[src/rtl/student_logic16_seq_if.sv]
// Valid/ready bundle for the sliced bitwise logic unit.
// master drives operands and consumes results; slave is the unit.
interface student_logic16_seq_if #(
  parameter int WIDTH = 16
);
  logic             in_valid;
  logic             in_ready;
  logic [WIDTH-1:0] a;
  logic [WIDTH-1:0] b;
  logic [1:0]       op;
  logic             out_valid;
  logic             out_ready;
  logic [WIDTH-1:0] out;
  logic             any;
  logic             all;

  modport master (
    output in_valid, a, b, op, out_ready,
    input  in_ready, out_valid, out, any, all
  );

  modport slave (
    input  in_valid, a, b, op, out_ready,
    output in_ready, out_valid, out, any, all
  );
endinterface

[src/rtl/student_logic16_seq.sv]
// Multi-cycle AND/OR/XOR/NOT unit, SLICE bits per cycle, LSB first.
// Result and reduce flags only update when the last slice lands.
module student_logic16_seq #(
  parameter int WIDTH = 16,
  parameter int SLICE = 4
) (
  input  logic                 clk,
  input  logic                 rst_n,
  student_logic16_seq_if.slave bus
);

  localparam int N  = (SLICE > 0) ? WIDTH / SLICE : 1;
  localparam int CW = (N > 1) ? $clog2(N) : 1;
  localparam logic [CW-1:0] LAST = CW'(N - 1);

  generate
    if (SLICE == 0) begin : g_chk_zero
      $error("SLICE must be non-zero");
    end else if (WIDTH % SLICE != 0) begin : g_chk_mod
      $error("WIDTH must be a multiple of SLICE");
    end
  endgenerate

  typedef enum logic [1:0] {
    S_IDLE,
    S_RUN,
    S_DONE
  } state_t;

  state_t r_state;
  state_t w_next;

  logic [WIDTH-1:0] r_a;
  logic [WIDTH-1:0] r_b;
  logic [1:0]       r_op;
  logic [CW-1:0]    r_cnt;
  logic [WIDTH-1:0] r_acc;
  logic [WIDTH-1:0] r_out;
  logic             r_any;
  logic             r_all;

  logic             w_accept;
  logic             w_last;
  logic [31:0]      w_base;
  logic [SLICE-1:0] w_sa;
  logic [SLICE-1:0] w_sb;
  logic [SLICE-1:0] w_sr;
  logic [WIDTH-1:0] w_acc;

  assign w_accept = bus.in_valid && (r_state == S_IDLE);
  assign w_last   = (r_cnt == LAST);
  assign w_base   = 32'(r_cnt) * 32'(SLICE);
  assign w_sa     = r_a[w_base +: SLICE];
  assign w_sb     = r_b[w_base +: SLICE];

  always_comb begin
    w_sr = '0;
    unique case (r_op)
      2'b00: w_sr = w_sa & w_sb;
      2'b01: w_sr = w_sa | w_sb;
      2'b10: w_sr = w_sa ^ w_sb;
      2'b11: w_sr = ~w_sa;
      default: w_sr = '0;
    endcase
  end

  // Accumulator with the current slice merged in; final edge commits it.
  always_comb begin
    w_acc = r_acc;
    w_acc[w_base +: SLICE] = w_sr;
  end

  always_ff @(posedge clk or negedge rst_n) begin
    if (!rst_n) begin
      r_state <= S_IDLE;
    end else begin
      r_state <= w_next;
    end
  end

  always_comb begin
    w_next = r_state;
    unique case (r_state)
      S_IDLE:  if (bus.in_valid)  w_next = S_RUN;
      S_RUN:   if (w_last)        w_next = S_DONE;
      S_DONE:  if (bus.out_ready) w_next = S_IDLE;
      default: w_next = S_IDLE;
    endcase
  end

  always_ff @(posedge clk or negedge rst_n) begin
    if (!rst_n) begin
      r_a   <= '0;
      r_b   <= '0;
      r_op  <= '0;
      r_cnt <= '0;
      r_acc <= '0;
      r_out <= '0;
      r_any <= 1'b0;
      r_all <= 1'b0;
    end else if (w_accept) begin
      r_a   <= bus.a;
      r_b   <= bus.b;
      r_op  <= bus.op;
      r_cnt <= '0;
      r_acc <= '0;
    end else if (r_state == S_RUN) begin
      r_acc <= w_acc;
      r_cnt <= r_cnt + 1'b1;
      if (w_last) begin
        r_out <= w_acc;
        r_any <= |w_acc;
        r_all <= &w_acc;
      end
    end
  end

  assign bus.in_ready  = (r_state == S_IDLE);
  assign bus.out_valid = (r_state == S_DONE);
  assign bus.out       = r_out;
  assign bus.any       = r_any;
  assign bus.all       = r_all;

endmodule
[src/flat_wrapper.sv]
// flat-port wrapper written by rule: the top's interface ports become plain ports
module student_logic16_seq_flat 
#(
  parameter int WIDTH = 16,
  parameter int SLICE = 4
)
  (clk, rst_n, bus_in_valid, bus_a, bus_b, bus_op, bus_out_ready, bus_in_ready, bus_out_valid, bus_out, bus_any, bus_all);
  student_logic16_seq_if #(.WIDTH(WIDTH)) bus_i ();
  input  logic clk;
  input  logic rst_n;
  input wire logic [$bits(bus_i.in_valid)-1:0] bus_in_valid;
  input wire logic [$bits(bus_i.a)-1:0] bus_a;
  input wire logic [$bits(bus_i.b)-1:0] bus_b;
  input wire logic [$bits(bus_i.op)-1:0] bus_op;
  input wire logic [$bits(bus_i.out_ready)-1:0] bus_out_ready;
  output wire logic [$bits(bus_i.in_ready)-1:0] bus_in_ready;
  output wire logic [$bits(bus_i.out_valid)-1:0] bus_out_valid;
  output wire logic [$bits(bus_i.out)-1:0] bus_out;
  output wire logic [$bits(bus_i.any)-1:0] bus_any;
  output wire logic [$bits(bus_i.all)-1:0] bus_all;
  assign bus_i.in_valid = bus_in_valid;
  assign bus_i.a = bus_a;
  assign bus_i.b = bus_b;
  assign bus_i.op = bus_op;
  assign bus_i.out_ready = bus_out_ready;
  assign bus_in_ready = bus_i.in_ready;
  assign bus_out_valid = bus_i.out_valid;
  assign bus_out = bus_i.out;
  assign bus_any = bus_i.any;
  assign bus_all = bus_i.all;
  student_logic16_seq #(.WIDTH(WIDTH), .SLICE(SLICE)) u_core (.clk(clk), .rst_n(rst_n), .bus(bus_i));
endmodule
[config.mk]
export PLATFORM = sky130hd
export DESIGN_NAME = student_logic16_seq_flat
export DESIGN_NICKNAME = d
export VERILOG_FILES = /design/src/rtl/student_logic16_seq_if.sv /design/src/rtl/student_logic16_seq.sv /design/src/flat_wrapper.sv
export SDC_FILE = /design/constraint.sdc
export NUM_CORES = 1
export LEC_CHECK = 0
export ABC_AREA = 1
export CAP_MARGIN = 20
export CORE_MARGIN = 5
export CORE_UTILIZATION = 54
export DETAILED_ROUTE_END_ITERATION = 8
export HOLD_SLACK_MARGIN = 0.05
export MAX_ROUTING_LAYER = met4
export PLACE_DENSITY = 0.79
export SYNTH_ARGS = -nofsm -noshare
export SYNTH_HDL_FRONTEND = slang
export SYNTH_SLANG_ARGS = --single-unit
[constraint.sdc]
create_clock -name clk -period 3.3 [get_ports clk]
set_input_delay 0.33 -clock clk [delete_from_list [all_inputs] [get_ports clk]]
set_output_delay 0.33 -clock clk [all_outputs]
set_load 0.03 [all_outputs]
==> qor.txt, run 1 <==
synth cell count leaders -> 211 x nand2_1, 72 x dfrtp_1, 46 x inv_1
1st-pass router iterations -> 4
CP required -> 3.60 ns
CP endpoint kind -> flop
largest net degree at the start of global routing -> 36
top cells by area, synth -> dfrtp_1 48%, nand2_1 21%, ha_1 4.7%
Crit Path Category -> flop to flop
Mapped Avg Cell Area -> 7.68 um^2
WHS Path Cells -> 2
ys flop type -> dfrtp_1
die area -> 0.00866 mm^2
ys async rst share -> 1.00
hold path start -> u_core.r_a[15]
top-count cell post-synth -> nand2_1
Syn Nets -> 537
Max Cap Viol -> 0
final max-slew violation count -> 0
period utilization -> 0.815
layout cells sized above 1 -> 0.0804
initial antenna violation count -> 0
# nets final -> 595
Switching Share -> 0.459
routed vias/inst -> 5.04
reg2reg setup slack -> 0.61 ns
worst r2r src -> u_core.r_cnt[0]
Final TNS setup -> 0 ns
net switching power -> 2.04 mW
IO Port Bufs -> 57
part of the Yosys area used for sequential elements -> 0.484
Post-DP Area -> 0.00434 mm^2
number of placed I/O pins -> 58
Hold EP -> u_core.r_a[15]
clock power share -> 0.155
Power Density -> 978 mW/mm^2
Yosys cell types -> 30
postcts setup bufs -> 0
final instance area -> 0.00454 mm^2
Lkg Pwr -> 2.30 nW
RSZ-0062 raised after global routing -> no
drt initial violations -> 100
drt drc -> 0
clk sink count -> 72
placed cells -> 611
Clock Pin Slew Worst Setup and Hold Paths -> 0.07 ns
EDFF count, synth -> 0
final std cells w/o fill -> 627
die height -> 93.1 um
Synth Instances -> 485
Layout area overhead -> 22.0%
Congestion Overflow GR -> 0
chip width -> 93.1 um
min Tclk post-route -> 2.69 ns
post-synthesis cell area -> 0.00372 mm^2
Antenna Violating Nets Remaining -> 0
Sequential Power Share -> 0.344
Via Count -> 3,158
reg-to-reg critical path endpoint -> u_core.bus.all
share of the synthesized area in the top cell type -> 0.484
Int Pwr -> 2.41 mW
clock root cell -> clkbuf_8
Routed WL -> 7.95 mm
gr usage total -> 0.201
vias in the first global route -> 3,051
largest area contributor in the netlist -> dfrtp_1
Worst Tran Pin Value -> 0.763 ns
critical path startpoint category -> flop
WHS -> 0.483 ns
first-pass GRT wire length -> 13.5 mm
maximum VDD drop -> 469 uV
placed wire-length estimate -> 5.85 mm
worst endpoint data arrival time -> 2.99 ns
final setup skew -> 0.00859 ns
CTS buffer count -> 9
hold crit path type -> flop to flop
num rows -> 30
H-tree levels -> 3
RD Place Congestion -> 0.944
max frequency -> 0.372 GHz
Core ar. -> 0.00676 mm^2
Comb pwr share -> 0.501
FF-to-FF path depth -> 15
yosys warns -> 0
FF+latch count, synth -> 72
clk_lat worst skew -> 0.36 ns
# setup viols final -> 0
Hold Buf Count CTS -> 1
final core utilization -> 0.673
CTS resizes -> 0
Hold Vio Cnt, Final -> 0
worst-path fanout max -> 16
Initial Utilization -> 0.551
Clock Tree Buf Depth -> 2
relative slew slack -> 0.489
WL/cell -> 12.7 um
CTS tree -> done
status -> complete, no violations
Inserted Diodes -> 0
-- per-stage QoR --
stage          power, mW  setup WS (ns)
2_1_floorplan       3.18          0.748
3_3_place_gp        3.71          0.741
3_5_place_dp        3.77          0.640
4_1_cts             4.49          0.622
5_1_grt             4.87          0.285
6_report            4.45          0.612
-- per-layer routing --
layer | GRT usage | wire (um)
met1 | 0.248 | 3560
met2 | 0.318 | 3770
met3 | 0.0587 | 466
met4 | 0.0696 | 148
met5 | - | 0
-- worst max-delay path: stages, from the launching register on --
cell and delay [ns]:
dfrtp_1 0.70, buf_4 0.31, nand2_1 0.07, nand3_1 0.08, nand2_1 0.10, ha_1 0.29, inv_1 0.03, o21ai_0 0.13
inv_1 0.05, nand2_1 0.11, nand4_1 0.13, o22ai_1 0.30, nand3_1 0.12, nor2_1 0.11, nand2_1 0.05, nand2_1 0.05
-- registers in the layout (all words and copies together), names as in the netlist --
signal,cells
u_core.bus.out,16
u_core.r_state,2
u_core.r_cnt,2
u_core.r_a,16
u_core.bus.all,1
u_core.bus.any,1
u_core.r_b,16
u_core.r_acc,16
u_core.r_op,2
-- cell families after synthesis --
| family | Yosys count | synth area share |
|---|---|---|
| buf+inv | 68 | 0.0786 |
| fa+ha+maj | 14 | 0.0470 |
| flops | 72 | 0.484 |
| simple gates | 284 | 0.318 |
| compound gates | 47 | 0.0726 |
-- how the worst max path moves through the flow --
stage | cells past startpoint | startpoint | slack (ns) | endpoint
detailed placement | 15 | u_core.r_cnt[0] | 0.64 | u_core.bus.all
floorplan | 19 | u_core.r_cnt[0] | 0.75 | u_core.bus.any
global route | 17 | u_core.r_cnt[0] | 0.28 | u_core.bus.any
finish | 15 | u_core.r_cnt[0] | 0.61 | u_core.bus.all
CTS | 15 | u_core.r_cnt[0] | 0.62 | u_core.bus.all
global placement | 15 | u_core.r_cnt[0] | 0.74 | u_core.bus.all
-- layout by cell type, fill, tap and decap left out --
cell type	count
a22o_1	1
nand4_1	6
clkinv_2	1
nand2_2	6
a32oi_1	4
a21oi_1	4
clkbuf_8	10
nor2_1	34
clkinv_1	2
nor3_1	1
nor2_2	5
or2_2	1
clkdlybuf4s50_1	56
dfrtp_1	72
dlygate4sd3_1	1
nand3_2	1
nor4_4	1
inv_6	1
buf_4	6
o22ai_1	8
nand4_2	2
nand2_4	1
o31ai_1	1
o21ai_2	1
buf_2	1
ha_1	14
bufinv_16	1
nand2_1	211
clkinvlp_4	3
o21ai_0	28
inv_1	46
nor3_2	1
inv_2	2
nand3_1	14
-- cell type report --
cell class | instances | area [um^2]
sequential | 72 | 1800
multi-input combinational | 345 | 1630
clock inverter | 5 | 57.6
clock buffer | 10 | 138
tap | 80 | 100
timing repair buffer | 64 | 621
fill | 603 | 2210
inverter | 51 | 196
-- power by group through the flow --
stage	logic [mW]	registers [mW]	clock network, mW
after floorplan	1.61	1.57	0
final	2.23	1.53	0.690
after CTS	2.25	1.53	0.708
after global routing	2.55	1.57	0.745
after global placement	2.18	1.53	0
after detailed placement	2.23	1.54	0
Note: power is estimated with default switching activity, not from simulation.
==> inputs of run 2 (changes only) <==
clock period = 2.8 ns   (was 3.3 ns; I/O delays follow)
==> qor.txt, run 2 (synthesis results as in run 1) <==
status -> complete, no violations
CP endpoint kind -> flop
Routed WL -> 7.87 mm (-0.97%)
leading cell type in the layout, fill and taps excluded -> nand2_1
clk sink count -> 72 (unchanged)
Sequential Power Share -> 0.341 (-0.003)
RD Place Congestion -> 0.913 (-3.2%)
critical path startpoint category -> flop
Inserted Diodes -> 0 (unchanged)
Crit Path Category -> flop to flop
Via Count -> 3,188 (+0.95%)
# setup viols final -> 0 (unchanged)
first-pass GRT wire length -> 13.5 mm (-0.10%)
vias in the first global route -> 3,029 (-0.72%)
clock power share -> 0.145 (-0.010)
# nets final -> 598 (+0.50%)
Post-DP Area -> 0.00436 mm^2 (+0.46%)
Int Pwr -> 2.86 mW (+19%)
period utilization -> 0.889 (+0.0742)
Worst Tran Pin Value -> 0.825 ns (+0.0618 ns)
WL/cell -> 12.5 um (-1.6%)
worst-path fanout max -> 19 (+3)
WHS -> 0.453 ns (-0.0307 ns)
largest net degree at the start of global routing -> 38 (+5.6%)
Antenna Violating Nets Remaining -> 0 (unchanged)
num rows -> 30 (unchanged)
CP required -> 3.04 ns (-0.56 ns)
layout cells sized above 1 -> 0.0907 (+0.0103)
RSZ-0062 raised after global routing -> no
drt drc -> 0 (unchanged)
area of the multi-input gates -> 0.00164 mm^2 (+0.84%)
Hold Vio Cnt, Final -> 0 (unchanged)
Congestion Overflow GR -> 0 (unchanged)
number of placed I/O pins -> 58 (unchanged)
IO Port Bufs -> 57 (unchanged)
Power Density -> 1150 mW/mm^2 (+17%)
die area -> 0.00866 mm^2 (unchanged)
slowest CP cell -> dfrtp_4
H-tree levels -> 3 (unchanged)
max frequency -> 0.402 GHz (+8.0%)
CTS tree -> done
final max-slew violation count -> 0 (unchanged)
Place WS -> 0.147 ns (-0.493 ns)
Most Frequent Cell on Critical Path -> nor2_1
final instance area -> 0.00459 mm^2 (+1.1%)
most frequent cells in the layout -> 211 x nand2_1, 70 x dfrtp_1, 56 x clkdlybuf4s50_1, 46 x inv_1, 34 x nor2_1
relative slew slack -> 0.450 (-0.0393)
filler instances -> 591 (-2.0%)
Initial Utilization -> 0.551 (unchanged)
Final TNS setup -> 0 ns (unchanged)
Lkg Pwr -> 2.32 nW (+0.98%)
CP peak stage delay -> 0.52 ns (-0.18 ns)
CTS buffer count -> 9 (unchanged)
worst endpoint data arrival time -> 2.73 ns (-0.26 ns)
1st-pass router iterations -> 4 (unchanged)
hold crit path type -> primary input to flop
routed vias/inst -> 5.05 (+0.31%)
net switching power -> 2.40 mW (+18%)
Max Cap Viol -> 0 (unchanged)
clock root cell -> clkbuf_8
initial antenna violation count -> 0 (unchanged)
clk_lat worst skew -> 0.36 ns (about the same)
gr usage total -> 0.200 (-0.000567)
placed wire-length estimate -> 5.76 mm (-1.4%)
Register Area -> 0.00181 mm^2 (+0.28%)
maximum VDD drop -> 437 uV (-6.8%)
critical path cell sequence -> inv_6, nand2_1, a32oi_1, inv_1, ha_1, nor2_1, nor2_1, nor2_1, nand2_1, nand4_1, nor2_1, nor2_1, nand2_1, nor2_1, nand2_1, nor2_1, nor2_1
Switching Share -> 0.456 (-0.00301)
Setup WS post-layout -> 0.312 ns (-0.300 ns)
die height -> 93.1 um (unchanged)
min Tclk post-route -> 2.49 ns (-0.200 ns)
chip width -> 93.1 um (unchanged)
Core ar. -> 0.00676 mm^2 (unchanged)
Comb pwr share -> 0.514 (+0.013)
Clock Tree Buf Depth -> 2 (unchanged)
final setup skew -> 0.00748 ns (-0.00112 ns)
Clock Pin Slew Worst Setup and Hold Paths -> 0.07 ns (about the same)
Layout area overhead -> 23.3%
drt initial violations -> 92 (-8.0%)
-- run 2: worst max-delay path: cells and delay by family (launching register included) --
kind / cells / cell delay [ns]
buffers and inverters: 2 / 0.22
AO/OA/AOI/OAI: 1 / 0.22
adder cells (fa/ha/maj): 1 / 0.27
flip-flops: 1 / 0.52
AND/OR/NAND/NOR: 13 / 1.14
-- run 2: through the flow --
step                       util  std cells  power [mW]
final                     0.680        631        5.26
after detailed placement  0.645        612        4.45
after CTS                 0.674        629        5.24
after floorplan               -        485        3.75
after global routing      0.680        631        5.77
after global placement    0.645        612        4.37
-- run 2: worst paths after layout --
path                       depth (start not counted)            start                 to  slack (ns)
hold / removal                                     3         bus_b[8]      u_core.r_b[8]        0.45
setup reg to reg                                  17  u_core.r_cnt[0]     u_core.bus.any        0.31
max in group asynchronous                          3            rst_n    u_core.r_cnt[0]        1.56
min in group asynchronous                          2            rst_n  u_core.bus.out[7]        0.56
setup / recovery                                  17  u_core.r_cnt[0]     u_core.bus.any        0.31
hold reg to reg                                    2   u_core.r_a[11]     u_core.r_a[11]        0.48
-- run 2: area by class of cell --
class,instances,share of cell area
repair buffers,67,0.143
multi-input cells,345,0.358
well taps,80,0.0218
clock buffers,14,0.0376
flip-flops and latches,72,0.393
inverters,51,0.0439
clock inverters,2,0.00272
-- run 2: timing repair --
item / 4_1_cts / 5_1_grt
resized for setup: 0 / 7
endpoints found under the hold margin: 27 / 0
buffers inserted: 0 / 2
setup endpoints to repair: 0 / 4
hold buffers: 1 / 0
-- run 2: power groups by stage --
stage	combinational [mW]	sequential (mW)	clock, mW
6_report	2.71	1.79	0.764
5_1_grt	3.10	1.85	0.819
4_1_cts	2.66	1.80	0.773
3_5_place_dp	2.64	1.81	0
3_3_place_gp	2.57	1.80	0
2_1_floorplan	1.90	1.84	0
-- run 2: layer usage --
metal / routed length (um) / track usage / share of wire / up-vias
met4: 209 / 0.106 / 0.027 / 0
met5: 0 / - / 0 / -
li1: - / - / - / 1636
met1: 3590 / 0.254 / 0.46 / 1444
met2: 3630 / 0.307 / 0.46 / 89
met3: 441 / 0.0386 / 0.056 / 19
